<file path="src/rtl/nibble_packer.sv">
// nibble_packer: packs K N-bit valid/ready beats into one K*N-bit word.
// Ports: clk, rst (sync, active-high); beat side valid_i/data_i/last_i/ready_o;
// word side valid_o/data_o/beats_o/ready_i. The first beat lands in the low slot.
module nibble_packer #(
  parameter int N  = 4,
  parameter int K  = 4,
  parameter int CW = $clog2(K+1)
) (
  input  logic            clk,
  input  logic            rst,
  input  logic            valid_i,
  input  logic [N-1:0]    data_i,
  input  logic            last_i,
  output logic            ready_o,
  output logic            valid_o,
  output logic [K*N-1:0]  data_o,
  output logic [CW-1:0]   beats_o,
  input  logic            ready_i
);

  localparam logic [CW-1:0] LAST = CW'(K-1);

  logic [CW-1:0]  cnt_q, cnt_d;
  logic [K*N-1:0] acc_q, acc_d;
  logic           valid_q, valid_d;
  logic [K*N-1:0] data_q, data_d;
  logic [CW-1:0]  beats_q, beats_d;

  logic           closing;
  logic           fire;
  logic [K*N-1:0] word;

  // A closing beat needs the output register free or draining;
  // non-closing beats only touch the accumulator.
  assign closing = (cnt_q == LAST) || last_i;
  assign ready_o = !closing || !valid_q || ready_i;
  assign fire    = valid_i && ready_o;

  // Accumulator with the current beat merged at slot cnt and
  // every slot above it forced to zero (padding on early close).
  always_comb begin
    word = '0;
    for (int s = 0; s < K; s++) begin
      if (s < int'(cnt_q))
        word[s*N +: N] = acc_q[s*N +: N];
      else if (s == int'(cnt_q))
        word[s*N +: N] = data_i;
      else
        word[s*N +: N] = '0;
    end
  end

  always_comb begin
    cnt_d   = cnt_q;
    acc_d   = acc_q;
    valid_d = valid_q;
    data_d  = data_q;
    beats_d = beats_q;
    if (fire && closing) begin
      valid_d = 1'b1;
      data_d  = word;
      beats_d = cnt_q + CW'(1);
      cnt_d   = '0;
      acc_d   = '0;
    end else begin
      if (valid_q && ready_i)
        valid_d = 1'b0;
      if (fire) begin
        acc_d = word;
        cnt_d = cnt_q + CW'(1);
      end
    end
  end

  always_ff @(posedge clk) begin
    if (rst) begin
      cnt_q   <= '0;
      acc_q   <= '0;
      valid_q <= 1'b0;
      data_q  <= '0;
      beats_q <= '0;
    end else begin
      cnt_q   <= cnt_d;
      acc_q   <= acc_d;
      valid_q <= valid_d;
      data_q  <= data_d;
      beats_q <= beats_d;
    end
  end

  assign valid_o = valid_q;
  assign data_o  = data_q;
  assign beats_o = beats_q;

endmodule

</file>
<file path="config.mk">
export PLATFORM = sky130hd
export DESIGN_NAME = nibble_packer
export DESIGN_NICKNAME = d
export VERILOG_FILES = /design/src/rtl/nibble_packer.sv
export SDC_FILE = /design/constraint.sdc
export NUM_CORES = 1
export LEC_CHECK = 0
export BUFFER_PORTS_ARGS = -buffer_cell sky130_fd_sc_hd__buf_2
export CORE_MARGIN = 5
export CORE_UTILIZATION = 40
export CTS_BUF_LIST = sky130_fd_sc_hd__clkbuf_16
export CTS_CLUSTER_DIAMETER = 80
export CTS_CLUSTER_SIZE = 30
export DETAILED_ROUTE_END_ITERATION = 10
export PLACE_DENSITY_LB_ADDON = 0.3
export SKIP_CTS_REPAIR_TIMING = 1
export SLEW_MARGIN = 20
export SYNTH_ARGS = -nofsm -noshare
export SYNTH_HDL_FRONTEND = slang
export SYNTH_SLANG_ARGS = --single-unit
export TNS_END_PERCENT = 10
</file>
<file path="constraint.sdc">
create_clock -name clk -period 1.7 [get_ports clk]
set_clock_uncertainty 0.15 [all_clocks]
set_input_delay 0.34 -clock clk [delete_from_list [all_inputs] [get_ports clk]]
set_output_delay 0.34 -clock clk [all_outputs]
set_load 0.03 [all_outputs]
</file>
==> results.json <==
{
  "outcome": "complete, but fails checks",
  "failed_checks": "setup timing",
  "maxSlewViolCount": 0,
  "synth_edf_count": 0,
  "setup_viol": 1,
  "syn_avg_cell_area_um2": 9.54,
  "cp_num_buf_inv": 2,
  "drv_cap": 0,
  "critical_path.endpoint_type": "primary output",
  "hold_violations": 0,
  "fp.dieW_um": 83.2,
  "r2r_start": "cnt_q[2]",
  "synth.yosys.seq_area_share": 0.364,
  "async_flop_share": 0,
  "max_slew_margin": 0.628,
  "power_density_nw_per_um2": 895,
  "grt_overflow_total": 0,
  "drc": 0,
  "worstMarginPinSlew_ns": 0.555,
  "nets": 276,
  "path_common_cell": "buf_6",
  "vias_per_cell": 5.64,
  "crit_path_max_fanout": 5,
  "io_pins": 30,
  "hold_start": "rst",
  "rrSetupSlack_ns": 0.06,
  "synth_area_leaders": "dfxtp_1 36%, mux2i_1 6.1%, nand2b_1 5.8%",
  "numCtsBuffers": 5,
  "grt_usage": 0.159,
  "synth-seq-cells": 39,
  "drive_above_1_share": 0.331,
  "period_share": 1.04,
  "finalPower_w": 0.00246,
  "rows": 26,
  "max_stage_delay_ns": 0.35,
  "synth.most_common_cell": "dfxtp_1",
  "avgRoutedWirePerCell_um": 16.5,
  "clk_latency_ns": 0.28,
  "worstHoldPathCells": 3,
  "tritoncts": "built",
  "core-area_um2": 5170,
  "crit_family": "flip-flops",
  "finalCoreUtilization": 0.530,
  "slowest_stage": "dfxtp_4",
  "min_to": "beats_o[1]",
  "path_depth": 4,
  "cts.sinks": 39,
  "final_cells": 333,
  "setup_slack_ns": -0.0650,
  "leakagePower_nw": 1.09,
  "die_h_um": 83.2,
  "synthCells": 225,
  "grt_max_degree": 34,
  "synth_area_leader_cell": "dfxtp_1",
  "ant_nets": 0,
  "io_buffers": 29,
  "diodes": 0,
  "gp_congestion": 0.842,
  "worstSetupStartpointType": "flip-flop",
  "synth.top_cell.area_share": 0.364,
  "synth.top_cells.by_count": "39 x dfxtp_1, 20 x a21oi_1, 20 x nand2b_1",
  "critical_path.cell_chain": "and3b_2 > buf_6 > o21ai_2 > buf_6",
  "fin_setup_tns_ns": -0.0650,
  "drt-total-wl_mm": 5.51,
  "dieArea_um2": 6930,
  "antenna_found_initial": 0,
  "reg2reg_depth": 5,
  "fillers": 442,
  "path_class": "reg -> out",
  "r2r_end": "cnt_q[2]",
  "clockBufferDepth": 2,
  "synth_nets": 239,
  "post-dp-hpwl_mm": 3.72,
  "period_needed_ns": 1.76,
  "dp_cells": 323,
  "required_ns": 1.21,
  "fmax_mhz": 567,
  "grt_pass1_vias": 1786,
  "drt_iter0_drc": 144,
  "ys.flop_type": "dfxtp_1",
  "synthDistinctLibCells": 35,
  "drt_pass1_iterations": 4,
  "rsz0062_at_grt": "yes",
  "vias": 1878,
  "ir_drop_mv": 0.553,
  "cts.clk_slew.worst_paths_ns": 0.06,
  "htreeDepth": 2,
  "netlist_area_um2": 2150,
  "yosysWarnings": 0,
  "areaGrowthSynthToFinish_pct": 27.9,
  "grt_pass1_wl_mm": 9.09,
  "hp-class": "in -> reg",
  "cts-root-buf": "clkbuf_16",
  "start_util": 0.415,
  "crit_arrival_ns": 1.27
}
[worst min-delay path, stage by stage]
cell and delay (ns):
buf_2 0.15, nand2b_1 0.11, mux2i_1 0.06
[layout make-up]
cell class | instances | area, um2 | share of cell area
multi-input cells | 159 | 1310 | 0.477
flip-flops and latches | 39 | 787 | 0.287
inverters | 4 | 15.0 | 0.00547
clock inverters | 3 | 67.6 | 0.0246
clock buffers | 5 | 125 | 0.0456
repair buffers | 53 | 352 | 0.128
well taps | 70 | 87.6 | 0.0319
[cell families (layout without fill, tap and decap cells)]
| family | Yosys count | after routing | synth area share |
|---|---|---|---|
| compound gates | 80 | 80 | 0.295 |
| fa+ha+maj | 5 | 5 | 0.0292 |
| buf+inv | 27 | 65 | 0.0636 |
| flops | 39 | 39 | 0.364 |
| mux | 15 | 15 | 0.0746 |
| simple gates | 59 | 59 | 0.174 |
[sequential cells by signal, summed over array words and instances (netlist names)]
name and count:
acc_q 16, data_o 16, beats_o 3, cnt_q 3
valid_o 1
[cell usage in the layout (no fill, tap or decap), types with 2 or more instances in the layout]
| master | count |
|---|---|
| nand2b_1 | 20 |
| bufinv_16 | 2 |
| a2111oi_2 | 7 |
| nor2b_1 | 4 |
| a21oi_1 | 20 |
| dfxtp_1 | 36 |
| or3_1 | 2 |
| buf_4 | 21 |
| nor2_1 | 3 |
| and2_1 | 8 |
| buf_2 | 28 |
| mux2_4 | 2 |
| dfxtp_2 | 2 |
| mux2i_1 | 12 |
| o21bai_1 | 8 |
| ha_4 | 2 |
| o221ai_1 | 10 |
| o21a_1 | 4 |
| nor3_1 | 9 |
| clkbuf_16 | 5 |
| buf_6 | 3 |
| and3b_1 | 4 |
| ha_1 | 2 |
| o32ai_1 | 8 |
| nor4bb_4 | 2 |
| o211ai_1 | 9 |
| a31oi_1 | 4 |
| o31a_1 | 4 |
| inv_1 | 3 |
[layer usage]
metal  global-route usage  up-vias  share of wire
met5                    0        -              0
met1                0.222      889           0.48
met3               0.0297        4          0.053
met4               0.0579        0          0.014
li1                     -      929              -
met2                0.241       56           0.45
[stage by stage]
step                      hold slack [ns]  instance area, um2  setup slack [ns]
final                               0.277                2740           -0.0650
after global routing                0.321                2740            -0.115
after CTS                           0.278                2630            -0.190
after detailed placement            0.309                2440           -0.0219
after global placement              0.310                2440           -0.0359
after floorplan                     0.303                2160          -0.00388
[power breakdown]
part	internal, W	switching (W)
logic	0.000119	0.000178
clock network	0.000840	0.000368
registers	0.000936	0.0000154
total	0.00190	0.000562
[worst max path at each step]
stage               startpoint   endpoint
floorplan             cnt_q[2]   cnt_q[2]
global placement      cnt_q[0]  data_o[8]
detailed placement    cnt_q[0]  data_o[8]
CTS                   cnt_q[1]    ready_o
global route          cnt_q[1]    ready_o
finish                cnt_q[1]    ready_o
Note: power is estimated with default switching activity, not from simulation.
